File: config.mk
export PLATFORM = sky130hd
export DESIGN_NAME = tt_pin_arbiter
export DESIGN_NICKNAME = d
export VERILOG_FILES = /design/src/rtl/tt_arb_pkg.sv /design/src/rtl/tt_pin_arbiter_rr_pick.sv /design/src/rtl/tt_pin_arbiter.sv
export SDC_FILE = /design/constraint.sdc
export NUM_CORES = 1
export LEC_CHECK = 0
export CAP_MARGIN = 20
export CELL_PAD_IN_SITES_DETAIL_PLACEMENT = 1
export CELL_PAD_IN_SITES_GLOBAL_PLACEMENT = 1
export CORE_ASPECT_RATIO = 1.5
export CORE_MARGIN = 10
export CORE_UTILIZATION = 32
export DETAILED_ROUTE_END_ITERATION = 10
export MAX_ROUTING_LAYER = met4
export PLACE_DENSITY = 0.76
export SYNTH_ARGS = -nofsm -noshare
export SYNTH_HDL_FRONTEND = slang
export SYNTH_SLANG_ARGS = --single-unit
File: constraint.sdc
create_clock -name clk -period 2.25 [get_ports clk]
set_clock_uncertainty 0.1 [all_clocks]
set_input_delay 0.45 -clock clk [delete_from_list [all_inputs] [get_ports clk]]
set_output_delay 0.45 -clock clk [all_outputs]
set_load 0.05 [all_outputs]
File: src/rtl/tt_arb_pkg.sv
// Shared types and helpers for the io_out pin arbiter.
package tt_arb_pkg;

    typedef enum logic [1:0] {
        IDLE  = 2'd0,
        GRANT = 2'd1,
        GAP   = 2'd2
    } state_t;

    localparam int OWNER_W = 2;

    function automatic int clog2(input int value);
        int result;
        result = 0;
        while ((1 << result) < value) begin
            result = result + 1;
        end
        return result;
    endfunction

endpackage

File: src/rtl/tt_pin_arbiter_rr_pick.sv
// Combinational round-robin picker: first set request scanning from ptr upward, modulo N_REQ.
module rr_pick
    import tt_arb_pkg::*;
#(
    parameter int N_REQ = 4
) (
    input  logic [N_REQ-1:0]   req,
    input  logic [OWNER_W-1:0] ptr,
    output logic               any,
    output logic [OWNER_W-1:0] idx
);

    always_comb begin
        logic [OWNER_W-1:0] w_cand;
        w_cand = '0;
        any    = |req;
        idx    = '0;
        // Scan from the farthest candidate back to ptr so the nearest set request wins.
        for (int k = N_REQ - 1; k >= 0; k--) begin
            w_cand = OWNER_W'((int'(ptr) + k) % N_REQ);
            if (req[w_cand]) begin
                idx = w_cand;
            end
        end
    end

endmodule

File: src/rtl/tt_pin_arbiter.sv
// Round-robin slot scheduler sharing the io_out pin bus among up to four requesters,
// with a one-cycle dead gap between owners and a registered output datapath.
//
// Handshake: a requester holds req[i] high while it wants the bus; gnt[i] is the
// registered answer, and out_valid marks a cycle whose out_data came from a granted,
// still-requesting owner (gnt & req sampled at the previous edge).
module tt_pin_arbiter
    import tt_arb_pkg::*;
#(
    parameter int N_REQ       = 4,
    parameter int DATA_W      = 8,
    parameter int SLOT_CYCLES = 4
) (
    input  logic                    clk,
    input  logic                    rst_n,
    input  logic [N_REQ-1:0]        req,
    input  logic [N_REQ*DATA_W-1:0] data,
    output logic [N_REQ-1:0]        gnt,
    output logic [DATA_W-1:0]       out_data,
    output logic                    out_valid,
    output logic [OWNER_W-1:0]      out_owner,
    output logic [1:0]              dbg_state
);

    localparam int                   CNT_W    = clog2(SLOT_CYCLES + 1);
    localparam logic [CNT_W-1:0]     CNT_LOAD = CNT_W'(SLOT_CYCLES - 1);
    localparam logic [OWNER_W-1:0]   LAST_IDX = OWNER_W'(N_REQ - 1);

    state_t               r_state, w_state_nxt;
    logic [OWNER_W-1:0]   r_owner, w_owner_nxt;
    logic [OWNER_W-1:0]   r_ptr, w_ptr_nxt;
    logic [CNT_W-1:0]     r_cnt, w_cnt_nxt;
    logic [N_REQ-1:0]     r_gnt, w_gnt_nxt;
    logic [DATA_W-1:0]    r_out_data;
    logic [OWNER_W-1:0]   r_out_owner;
    logic                 r_out_valid;
    logic                 w_any;
    logic [OWNER_W-1:0]   w_idx;
    logic                 w_hit;
    logic [DATA_W-1:0]    w_data [N_REQ];

    rr_pick #(.N_REQ(N_REQ)) u_pick (
        .req (req),
        .ptr (r_ptr),
        .any (w_any),
        .idx (w_idx)
    );

    always_comb begin
        for (int i = 0; i < N_REQ; i++) begin
            w_data[i] = data[i*DATA_W +: DATA_W];
        end
    end

    assign w_hit = |(r_gnt & req);

    always_comb begin
        w_state_nxt = r_state;
        w_owner_nxt = r_owner;
        w_ptr_nxt   = r_ptr;
        w_cnt_nxt   = r_cnt;
        w_gnt_nxt   = '0;
        case (r_state)
            GRANT: begin
                if (r_cnt != '0 && req[r_owner]) begin
                    w_cnt_nxt = r_cnt - 1'b1;
                end else begin
                    w_state_nxt = GAP;
                    w_cnt_nxt   = '0;
                end
            end
            default: begin
                // IDLE and the single GAP cycle both arbitrate at their ending edge.
                w_state_nxt = IDLE;
                if (w_any) begin
                    w_state_nxt = GRANT;
                    w_owner_nxt = w_idx;
                    w_cnt_nxt   = CNT_LOAD;
                    w_ptr_nxt   = (w_idx == LAST_IDX) ? '0 : w_idx + 1'b1;
                end
            end
        endcase
        if (w_state_nxt == GRANT) begin
            w_gnt_nxt[w_owner_nxt] = 1'b1;
        end
    end

    always_ff @(posedge clk or negedge rst_n) begin
        if (!rst_n) begin
            r_state     <= IDLE;
            r_owner     <= '0;
            r_ptr       <= '0;
            r_cnt       <= '0;
            r_gnt       <= '0;
            r_out_valid <= 1'b0;
            r_out_data  <= '0;
            r_out_owner <= '0;
        end else begin
            r_state     <= w_state_nxt;
            r_owner     <= w_owner_nxt;
            r_ptr       <= w_ptr_nxt;
            r_cnt       <= w_cnt_nxt;
            r_gnt       <= w_gnt_nxt;
            r_out_valid <= w_hit;
            if (w_hit) begin
                r_out_data  <= w_data[r_owner];
                r_out_owner <= r_owner;
            end
        end
    end

    assign gnt       = r_gnt;
    assign out_data  = r_out_data;
    assign out_valid = r_out_valid;
    assign out_owner = r_out_owner;
    assign dbg_state = r_state;

endmodule

After elaboration in Yosys (flattened, before gate mapping)
Cells that the tools add are included.

Register bits: 24. Bits of input ports: 38. Output and inout bits: 17. Word-level logic and storage cells: 63.

Add/subtract/negate cells: 5. $lt $le $gt $ge: 8. Eq/ne operators: 3. Muxes and demuxes: 29. Bitwise operators: 3. Reductions and logical operators: 7.

Operators with widths (number): $lt A2 B3 Y1 const B (6); $mux W2 (9); $bmux W8 S2 (1); $mux W8 (2); $bmux W1 S2 (5); $mux W3 (3); $reduce_or A4 Y1 (2); $mux W1 (7); $add A2 B1 Y2 const B (2); $add A2 B2 Y2 const B (2); $and A4 B4 Y4 (1); $eq A2 B1 Y1 const B (2); $mux W4 (1); $ge A3 B3 Y1 const B (1); $not A2 Y3 (1); $reduce_bool A3 Y1 (1); $sub A3 B1 Y3 const B (1); $demux W1 S2 (1); $eq A2 B2 Y1 const B (1); $ge A2 B1 Y1 const B (1); $logic_and A1 B1 Y1 (2); $reduce_and A2 Y1 (1); $reduce_bool A2 Y1 (1); $not A1 Y1 (1).

Longest topological paths before layout
Depth in word-level cells: 14. Depth in mapped cells: 9. Mapped depth without buffers: 8.

Modules after synthesis
Synthesis repeated with hierarchy kept, for this count alone.

Cell total of the unflattened synthesis: 96. Area, all modules: 1270.0 um2.

Modules (own cells, without submodules): tt_pin_arbiter (times used 1, cells each 83, area each 1192.4 um2, seq. area each 600.6 um2); rr_pick (times used 1, cells each 13, area each 77.6 um2, seq. area each 0.0 um2).

Least setup slack after synthesis
OpenSTA, ideal clock, no wires.

Path kind: register -> register. From: register r_state[0], in the netlist dbg_state[0]. To: register r_gnt[0], in the netlist gnt[0]. Library setup time: 0.096 ns. Arrival: 1.558 ns. Required time: 2.054 ns. Setup slack: 0.496 ns. Cell stages (with the launch flop): 6. Path buffers: 0. Period minus slack after synthesis: 1.754 ns. Cell sequence: dfrtp_1 or2b_2 o21ai_0 a21oi_1 a21o_4 nor4_2.

Longest elaborated chain between the ends: 7. Elaborated cells between the ends (all ways): 11. Those cells by class: order compare: 2; eq/ne: 2; mux: 6; reduce/logical: 1.

Ends and longest elaborated chain: from (decl) (RTL line tt_pin_arbiter.sv:29) `state_t r_state, w_state_nxt;`; from (signal assigned) (RTL line tt_pin_arbiter.sv:99) `r_state <= w_state_nxt;`; $eq A2 B1 Y1 (*) (RTL line tt_pin_arbiter.sv:63) `case (r_state)`; $mux W2 (*) (RTL line tt_pin_arbiter.sv:63); named net w_owner_nxt[0] (RTL line tt_pin_arbiter.sv:30) `logic [OWNER_W-1:0] r_owner, w_owner_nxt;`; $lt A2 B3 Y1 (not written as such) or $ge A2 B1 Y1 (tied branches) (RTL line tt_pin_arbiter.sv:84) `w_gnt_nxt[w_owner_nxt] = 1'b1;`; $logic_and A1 B1 Y1 (not written as such) (RTL line tt_pin_arbiter.sv:84); $mux W1 (not written as such) (RTL line tt_pin_arbiter.sv:84); $demux W1 S2 (*) (RTL line tt_pin_arbiter.sv:84); $mux W4 (*) (RTL line tt_pin_arbiter.sv:83) `if (w_state_nxt == GRANT) begin`; named net w_gnt_nxt[0] (RTL line tt_pin_arbiter.sv:33) `logic [N_REQ-1:0] r_gnt, w_gnt_nxt;`; to (signal assigned) (RTL line tt_pin_arbiter.sv:103) `r_gnt <= w_gnt_nxt;`; to (decl) (RTL line tt_pin_arbiter.sv:33).

Mark *: on every way through the listed nets, which the timed path passes. The rest lies on a longest branch. A chain may end at the register's enable or synchronous reset.

Worst setup path after layout
From: register r_gnt[3], in the netlist gnt[3]. To: output port gnt[3].

RTL lines: to (decl) (RTL line tt_pin_arbiter.sv:18) `output logic [N_REQ-1:0] gnt,`.

No word-level cell between the ends.

==> results.md <==
- Status: completed
- WL/cell: 19.8 um
- Rel. slew slack: 65.0%
- Max Clk Rate: 488 MHz
- Layout area overhead: 51.9%
- Ports: 55
- Syn_nets: 141
- Core Area: 3960 um2
- Die area: 7160 um2
- Largest area contributor in the synthesized netlist: dfrtp_1
- Initial cell density of the core: 33.4%
- Diodes inserted: 0
- Drt total wl: 4120 um
- Worst Hold Depth: 1
- Crit end category: output pin
- Max Buffers Root-to-Sink: 2
- Largest net degree at the start of global routing: 25
- Detailed Route Iter0 Violations: 20
- Max-Cap Viols: 0
- Final Hold Viols: 0
- Die span in y: 98.7 um
- Clk slew on worst S/H paths: 0.09 ns
- Largest stage delay, worst path: 0.83 ns
- CP top delay family: buffers and inverters
- H-tree levels: 1
- Via Count: 1,059
- Mapped Cells: 101
- Buffers added on ports: 54
- Maximum VDD drop: 944 uV
- Worst hold slack: 0.387 ns
- Global route total overflow: 0
- Synth top area share: 45.4%
- Final worst path period need: 2.05 ns
- Worst path arrival time: 1.50 ns
- CP bufs+invs: 1
- Final period util: 91.0%
- DR pass1 iterations: 4
- First-pass GRT wire length: 6510 um
- Clock Latency Late Sink: 0.27 ns
- Leakage: 0.832 nW
- Worst hold path class: reg2reg
- Synth cell types: 35
- Vias in the first global route: 1,281
- Synthesized area: 1320 um2
- Worst Tran Pin Value: 0.524 ns
- Dpl hpwl: 3320 um
- Cell at the root of the clock tree: clkbuf_8
- CP Depth: 1
- RSZ-0062 raised after global routing: no
- Final-stage net count: 204
- Post-CTS resize count: 0
- CTS Buf Count: 3
- Antenna Violating Nets Remaining: 0
- Avg Cell Area, Syn: 13.1 um2
- Yosys Warn Count: 0
- RePlAce Congestion: 0.866
- Critical path type: reg2out
- Final Total Pwr: 3.05 mW
- Cell Chain, Critical Path: clkdlybuf4s50_1
- Gr usage total: 11.8%
- Synth top area cells: dfrtp_1 (45%), mux4_2 (14%), mux2_2 (10%)
- Chip width: 72.5 um
- Pwr dens: 1520 nW/um2
- CTS tree: yes
- Critical path's slowest cell: clkdlybuf4s50_1
- Final count of pins violating max slew: 0
- Initial antenna violation count: 0
- Seq/Total Area, Yosys: 45.4%
- Synthesized flop and latch total: 24
- Residual DRC count: 0
- Worst-path maximum fanout: 2
- Rows: 28
- Worst Path Required: 1.70 ns
- Vias/cell: 5.09
- CP Launch Type: flop
- # hold bufs at CTS: 0
- CTS Sinks: 24
- R2R depth: 8
- Fill count: 429
- # setup viols final: 0
- Share of post-route cells with drive strength above 1: 27.0%
- Post-CTS setup buffer count: 0
[power breakdown]
part           total [mW]  internal (mW)  switching [mW]
clock               0.386          0.238           0.148
combinational        1.86          0.827            1.03
sequential          0.810          0.641           0.169
total                3.05           1.71            1.35
[placed cells by master, fill, tap and decap left out, drive strengths merged, types with 4 or more instances in the layout]
master,n
clkdlybuf4s50,54
dfrtp,24
mux2,12
nor2,10
buf,9
mux4,8
nand2,5
o21ai,5
inv,4
[sequential cells by signal (all words and copies together) (netlist names)]
| register | flops |
|---|---|
| r_owner | 2 |
| gnt | 4 |
| dbg_state | 2 |
| out_owner | 2 |
| r_ptr | 2 |
| r_cnt | 3 |
| out_data | 8 |
| out_valid | 1 |
[synth_stat cells]
cell type and n:
nor4_1 1, mux4_2 8, nor2b_1 3, clkbuf_8 1
o21ai_4 1, nor4_2 1, a211oi_1 1, o21ai_2 1
a21o_4 1, mux2_2 12, buf_6 2, nand2_1 3
dfrtp_1 24, o21ai_0 3, nor2_1 8, a21oi_1 2
and3_1 1, and3b_1 2, nand3_1 1, or4_4 1
and2_1 1, a22oi_1 3, buf_2 1, a21o_2 1
or2b_2 1, ha_1 2, nor2_2 2, o32ai_1 1
a221oi_1 1, inv_1 4, clkbuf_4 1, nand2b_1 2
a31oi_1 1, nand2_4 2, a211o_1 1
[per-layer routing]
metal	vias to the layer above	GRT usage, %	wire length [um]
met4	0	3.23	15
met3	2	3.21	280
li1	494	-	-
met1	524	11.6	1530
met2	39	21.7	2290
met5	-	-	0
[through the flow]
step	utilization [%]	instances	setup slack, ns	TNS, ns	area [um2]
3_3_place_gp	49.0	204	0.0564	0	1940
4_1_cts	50.8	208	0.188	0	2010
6_report	50.8	208	0.202	0	2010
3_5_place_dp	49.0	204	-0.00759	-0.00759	1940
2_1_floorplan	-	101	0.496	0	1320
5_1_grt	50.8	208	0.161	0	2010
[worst paths after layout]
check                          from          end  slack [ns]
max in group asynchronous     rst_n  out_data[2]        1.38
hold / removal             r_cnt[0]     r_cnt[0]        0.39
hold reg to reg            r_cnt[0]     r_cnt[0]        0.39
min in group asynchronous     rst_n   r_owner[0]        0.43
setup / recovery             gnt[3]       gnt[3]        0.20
setup reg to reg           r_cnt[0]       gnt[0]        0.40
[cell type report]
| type | count | area (um2) | share of cell area [%] |
|---|---|---|---|
| multi-input combinational | 68 | 658 | 32.8 |
| timing repair buffer | 63 | 608 | 30.3 |
| sequential | 24 | 601 | 29.9 |
| tap | 45 | 56.3 | 2.80 |
| clock buffer | 3 | 41.3 | 2.05 |
| clock inverter | 1 | 30.0 | 1.49 |
| inverter | 4 | 15.0 | 0.747 |
[cells by family after synthesis]
kind of cell | after synthesis | synth area share, %
DFF | 24 | 45.4
buffers and inverters | 9 | 4.82
AOI/OAI and AO/OA | 17 | 10.3
muxes | 20 | 23.8
adders and majority gates | 2 | 1.89
and+or+nand+nor | 29 | 13.7
(Power assumes the default switching activity.)
